File: src/rtl/gps_round_scheduler.sv
// -----------------------------------------------------------------------------
// gps_round_scheduler
//
// Round sequencer and round-robin arbiter in front of the shared GPS
// code-generator core. One round is in flight at a time. For each granted
// request, the block does the following:
//   - loads the satellite number into the core and pulses the round start;
//   - waits for a rising edge of the core's L-code-valid, or for a timeout;
//   - holds the captured codes in a response register until the consumer
//     accepts them.
// Rounds launch only while the LLKI key load is complete.
//
// Ports
//   sys_clk_50         clock, rising edge
//   sync_rst_in        asynchronous active-high reset
//   req_valid/sv_num   per-requester round request and satellite number
//   req_ready          one-hot, one-cycle grant pulse (combinational in IDLE)
//   key_complete       LLKI key-load-complete, sampled only in IDLE
//   core_*             sv_num/start to the core; codes and valid from the core
//   rsp_*              response record with valid/ready handshake
//   busy               high whenever a round is in progress
// -----------------------------------------------------------------------------
module gps_round_scheduler #(
  parameter int NUM_REQ        = 4,
  parameter int TIMEOUT_CYCLES = 65535,
  parameter int ID_W           = $clog2(NUM_REQ)
) (
  input  logic                 sys_clk_50,
  input  logic                 sync_rst_in,
  input  logic [NUM_REQ-1:0]   req_valid,
  input  logic [6*NUM_REQ-1:0] req_sv_num,
  output logic [NUM_REQ-1:0]   req_ready,
  input  logic                 key_complete,
  output logic [5:0]           core_sv_num,
  output logic                 core_start,
  input  logic [12:0]          core_ca_code,
  input  logic [127:0]         core_p_code,
  input  logic [127:0]         core_l_code,
  input  logic                 core_l_code_valid,
  output logic                 rsp_valid,
  input  logic                 rsp_ready,
  output logic [ID_W-1:0]      rsp_id,
  output logic [5:0]           rsp_sv_num,
  output logic [12:0]          rsp_ca_code,
  output logic [127:0]         rsp_p_code,
  output logic [127:0]         rsp_l_code,
  output logic                 rsp_timeout,
  output logic                 busy
);

  typedef enum logic [1:0] {
    S_IDLE,
    S_START,
    S_WAIT,
    S_RESP
  } state_t;

  state_t          state;
  state_t          state_next;

  logic [ID_W-1:0] rr_ptr;
  logic            lcv_q;
  logic [15:0]     timer;

  logic [5:0]      sv_arr [NUM_REQ];
  logic [ID_W-1:0] idx;
  logic [ID_W-1:0] winner;
  logic [5:0]      winner_sv;
  logic            found;
  logic            grant;
  logic            lcv_rise;
  logic            timer_done;

  // Unpack the flat satellite-number bus into one entry per requester.
  for (genvar g = 0; g < NUM_REQ; g++) begin : g_sv
    assign sv_arr[g] = req_sv_num[6*g +: 6];
  end

  assign winner_sv  = sv_arr[winner];
  assign lcv_rise   = core_l_code_valid & ~lcv_q;
  assign timer_done = (timer == 16'(TIMEOUT_CYCLES - 1));

  // Round-robin search: find the first set request at or above rr_ptr,
  // wrapping at NUM_REQ. The wrap is written explicitly so that a
  // non-power-of-two NUM_REQ never indexes a requester that does not exist.
  always_comb begin
    // NOTE: every variable driven here gets a default first, so no path
    // through the block leaves a value unassigned and no latch is inferred.
    idx    = rr_ptr;
    winner = rr_ptr;
    found  = 1'b0;
    for (int k = 0; k < NUM_REQ; k++) begin
      if (!found && req_valid[idx]) begin
        found  = 1'b1;
        winner = idx;
      end
      idx = (idx == ID_W'(NUM_REQ - 1)) ? '0 : idx + ID_W'(1);
    end
  end

  // Next-state and control outputs. The grant is also masked by reset: the
  // state reads IDLE as soon as reset asserts, and a grant in that window
  // would acknowledge a request that is never served.
  always_comb begin
    state_next = state;
    req_ready  = '0;
    core_start = 1'b0;
    rsp_valid  = 1'b0;
    grant      = 1'b0;
    busy       = (state != S_IDLE);
    case (state)
      S_IDLE: begin
        if (key_complete && found && !sync_rst_in) begin
          grant             = 1'b1;
          req_ready[winner] = 1'b1;
          state_next        = S_START;
        end
      end
      S_START: begin
        core_start = 1'b1;
        state_next = S_WAIT;
      end
      S_WAIT: begin
        if (lcv_rise || timer_done) state_next = S_RESP;
      end
      S_RESP: begin
        rsp_valid = 1'b1;
        if (rsp_ready) state_next = S_IDLE;
      end
      default: state_next = S_IDLE;
    endcase
  end

  always_ff @(posedge sys_clk_50 or posedge sync_rst_in) begin
    if (sync_rst_in) begin
      state <= S_IDLE;
    end else begin
      // NOTE: sequential state uses non-blocking assignments so every
      // register samples pre-edge values, whatever the block order.
      state <= state_next;
    end
  end

  // Datapath registers. The timer and the response fields only change in the
  // state that owns them. A rise that coincides with the last timer cycle is
  // checked first, so the captured codes win over the timeout.
  always_ff @(posedge sys_clk_50 or posedge sync_rst_in) begin
    if (sync_rst_in) begin
      // NOTE: the wide capture registers are reset too. They drive outputs
      // that must read zero out of reset and after an aborted round.
      rr_ptr      <= '0;
      lcv_q       <= 1'b0;
      timer       <= '0;
      core_sv_num <= '0;
      rsp_id      <= '0;
      rsp_sv_num  <= '0;
      rsp_ca_code <= '0;
      rsp_p_code  <= '0;
      rsp_l_code  <= '0;
      rsp_timeout <= 1'b0;
    end else begin
      lcv_q <= core_l_code_valid;
      case (state)
        S_IDLE: begin
          if (grant) begin
            rsp_id      <= winner;
            core_sv_num <= winner_sv;
            rsp_sv_num  <= winner_sv;
          end
        end
        S_START: timer <= '0;
        S_WAIT: begin
          if (lcv_rise) begin
            rsp_ca_code <= core_ca_code;
            rsp_p_code  <= core_p_code;
            rsp_l_code  <= core_l_code;
            rsp_timeout <= 1'b0;
          end else if (timer_done) begin
            rsp_ca_code <= '0;
            rsp_p_code  <= '0;
            rsp_l_code  <= '0;
            rsp_timeout <= 1'b1;
          end else begin
            timer <= timer + 16'd1;
          end
        end
        S_RESP: begin
          if (rsp_ready) begin
            rr_ptr <= (rsp_id == ID_W'(NUM_REQ - 1)) ? '0 : rsp_id + ID_W'(1);
          end
        end
        default: ;
      endcase
    end
  end

endmodule

File: config.mk
export PLATFORM = sky130hd
export DESIGN_NAME = gps_round_scheduler
export DESIGN_NICKNAME = d
export VERILOG_FILES = /design/src/rtl/gps_round_scheduler.sv
export SDC_FILE = /design/constraint.sdc
export NUM_CORES = 1
export LEC_CHECK = 0
export BUFFER_PORTS_ARGS = -buffer_cell sky130_fd_sc_hd__buf_4
export CORE_AREA = 3 3 229 231
export DETAILED_ROUTE_END_ITERATION = 16
export DIE_AREA = 0 0 232 234
export PLACE_DENSITY = 0.54
export SYNTH_ARGS = -nofsm -noshare
export SYNTH_HDL_FRONTEND = slang
export SYNTH_SLANG_ARGS = --single-unit
File: constraint.sdc
create_clock -name sys_clk_50 -period 18.8 [get_ports sys_clk_50]
set_input_delay 2.82 -clock sys_clk_50 [delete_from_list [all_inputs] [get_ports sys_clk_50]]
set_output_delay 2.82 -clock sys_clk_50 [all_outputs]
set_load 0.01 [all_outputs]
==> flow_summary.json <==
{
  "mostFrequentLayoutCells": "buf_4 (603), dfrtp_1 (299), a22o_1 (269)",
  "yosys.area_share.simple_pct": 3.60,
  "critPathKind": "in -> out",
  "clkSinkCount": 299,
  "p_int_uw": 2000,
  "synthMuxAreaShare_pct": 1.90,
  "synth_compound_area_share_pct": 23.7,
  "cp-end-kind": "primary output",
  "yosys.area.top_type": "dfrtp_1",
  "insertion_delay_ns": 0.53,
  "skew_ns": 0.0154,
  "ys_ff_latch": 299,
  "antenna_found_initial": 0,
  "swShare_pct": 33.4,
  "design.core.area_sq_um": 50300,
  "hold_slack_ns": 0.502,
  "tns_ns": 0,
  "timing.rr.start": "rr_ptr[0]$_DFFE_PP0P_",
  "final_common_cell": "buf_4",
  "seq_area_sq_um": 7480,
  "setup_viol": 0,
  "overflow": 0,
  "tightest_slew_ns": 1.07,
  "synth_xor_area_share_pct": 0.536,
  "worstPathMaxFanout": 12,
  "hp-start": "rsp_p_code[71]$_DFFE_PP0P_",
  "ios": 593,
  "nets": 1699,
  "period_needed_ns": 7.71,
  "synthTopCellsByArea": "dfrtp_1 (65%), a22o_1 (21%), clkbuf_1 (1.3%), mux2i_1 (1.3%), buf_2 (1.1%)",
  "port_buffers": 592,
  "avgSynthCellArea_sq_um": 13.8,
  "pwr-share-clk_pct": 22.1,
  "synth_nets": 1137,
  "reg2reg_depth": 7,
  "crit-reg2reg-capture": "rsp_sv_num[1]$_DFFE_PP0P_",
  "firstDrtPassIters": 6,
  "vias": 9365,
  "busiest_layer": "met2",
  "min_period_over_period_pct": 41.0,
  "routed_wl_um": 39400,
  "yosys.area.top_type_share_pct": 65.4,
  "fmax_mhz": 130,
  "setup.worst_path.start": "req_valid[1]",
  "holdPathEnd": "rsp_p_code[71]$_DFFE_PP0P_",
  "gr-usage-met3_pct": 4.65,
  "die_w_um": 232,
  "gp_congestion": 0.782,
  "syn-cell-area_sq_um": 11400,
  "postCtsSetupRepairBufs": 0,
  "ys_async_sr_fraction_pct": 100,
  "grt_use_met1_pct": 17.3,
  "holdCritPathClass": "reg -> reg",
  "fp-row-count": 82,
  "synth_top_family_by_area": "compound AO/OA/AOI/OAI gates",
  "yosysSeqAreaShare_pct": 65.4,
  "synth-main-ff-cell": "dfrtp_1",
  "r2r_setup_slack_ns": 15.14,
  "dp_hpwl_um": 28200,
  "grt_usage_pct": 13.7,
  "viasPerCell": 4.49,
  "path_clk_slew_ns": 0.06,
  "synthDistinctLibCells": 53,
  "multi_input_area_sq_um": 3520,
  "hold_viol_final": 0,
  "start_util_pct": 22.7,
  "vdd_ir_drop_max_uv": 65.9,
  "dieArea_sq_um": 54300,
  "leakage_uw": 0.00864,
  "cts_tree": "done",
  "rsz0062_at_grt": "no",
  "htreeDepth": 2,
  "grt_use_met2_pct": 22.3,
  "grt_pass1_vias": 9722,
  "start_kind": "input port",
  "fillers": 4980,
  "grt_max_degree": 98,
  "synth_fa_ha_area_share_pct": 0.875,
  "diodes": 0,
  "synth_edf_count": 0,
  "min_path_cells": 1,
  "slew_violations": 0,
  "maxSlewHeadroom_pct": 28.7,
  "clockBufferDepth": 3,
  "switchingPower_uw": 1000,
  "finish.utilization_pct": 35.0,
  "power_density_nw_per_um2": 171,
  "post_drt_wl_per_cell_um": 18.9,
  "worstPathArrival_ns": 4.89,
  "first_iter_violations": 384,
  "combinationalPowerShare_pct": 40.5,
  "drv_cap": 0,
  "grt_pass1_wl_um": 58600,
  "synth_cells": 827,
  "critPathRequiredTime_ns": 15.98,
  "status": "finished clean",
  "area_growth_pct": 53.7,
  "cts_buffers": 35,
  "ys_warn_count": 0,
  "dieHeight_um": 234,
  "drc_errors": 0,
  "seq_power_share_pct": 37.4,
  "cts_resized": 0,
  "drive_gt1_share_pct": 46.8,
  "detail-route-antenna-nets": 0,
  "root_buffer": "clkbuf_16",
  "cts_hold_buffers": 0
}
## sequential cells by signal, summed over array words and instances (netlist names)
register and flops:
lcv_q 1, rr_ptr 2, rsp_ca_code 13, rsp_id 2
rsp_l_code 128, rsp_p_code 128, rsp_sv_num 6, rsp_timeout 1
state 2, timer 16
## power groups by stage
stage | combinational [uW] | clock [uW] | sequential (uW)
after floorplan | 487 | 0 | 1220
after global placement | 1230 | 0 | 1130
after detailed placement | 1240 | 0 | 1120
after CTS | 1240 | 693 | 1130
after global routing | 1310 | 718 | 1160
final | 1220 | 665 | 1120
## cell type report
| type | instances | share of cell area [%] |
|---|---|---|
| inverter | 20 | 0.470 |
| clock inverter | 6 | 0.434 |
| multi-input combinational | 430 | 20.0 |
| clock buffer | 56 | 5.95 |
| tap | 672 | 4.78 |
| timing repair buffer | 603 | 25.8 |
| sequential | 299 | 42.6 |
## critical path, stage by stage
cell and delay (ns):
buf_4 0.13, a21boi_0 0.18, o22ai_1 0.11, a221o_1 0.40
nand3b_1 0.14, nand4_2 0.32, nor2_1 0.48, and2_1 0.19
buf_4 0.12
## kinds of logic (layout without fill, tap and decap cells)
family,after synthesis,after routing
DFF,299,299
and+or+nand+nor,74,74
xor gates and xnor gates,7,7
muxes,19,19
buffers and inverters,98,685
adders and majority gates,8,8
AOI/OAI and AO/OA,322,322
## worst max-delay path by stage
stage / end / slack (ns) / cells after the start
after CTS: req_ready[2] / 11.09 / 9
after global placement: req_ready[2] / 11.16 / 7
after floorplan: req_ready[2] / 5.47 / 4
after global routing: req_ready[2] / 10.93 / 9
final: req_ready[2] / 11.09 / 9
after detailed placement: req_ready[2] / 11.11 / 9
## through the flow
step / total power [uW] / area, sq um / worst slack, ns / instances
CTS: 3050 / 17600 / 11.09 / 2086
finish: 3010 / 17600 / 11.09 / 2086
floorplan: 1710 / 11400 / 5.47 / 827
detailed placement: 2360 / 16500 / 11.11 / 2024
global route: 3190 / 17600 / 10.93 / 2086
global placement: 2360 / 16500 / 11.16 / 2024
## metal layers
layer / wire length [um] / vias up
met1: 16000 / 4656
li1: - / 4268
met4: 852 / 0
met3: 3380 / 55
met5: 0 / -
met2: 19200 / 386
## synthesized netlist by cell type (3+ instances only)
cell type and number:
buf_4 7, and2_1 4, xor2_1 3, a22o_1 269, dfrtp_1 299, buf_2 24, buf_1 3, nor2b_1 6
nand2_1 10, mux2i_1 15, a21oi_1 15, or3_1 10, a222oi_1 6, xnor2_1 4, inv_1 19, o21ai_0 11
clkbuf_1 40, nor2_1 12, nor3_1 7, ha_1 8, nand3_1 9, nand2b_1 4, buf_6 3, nand4_1 3
No activity file was read; power rests on OpenSTA's default activity.
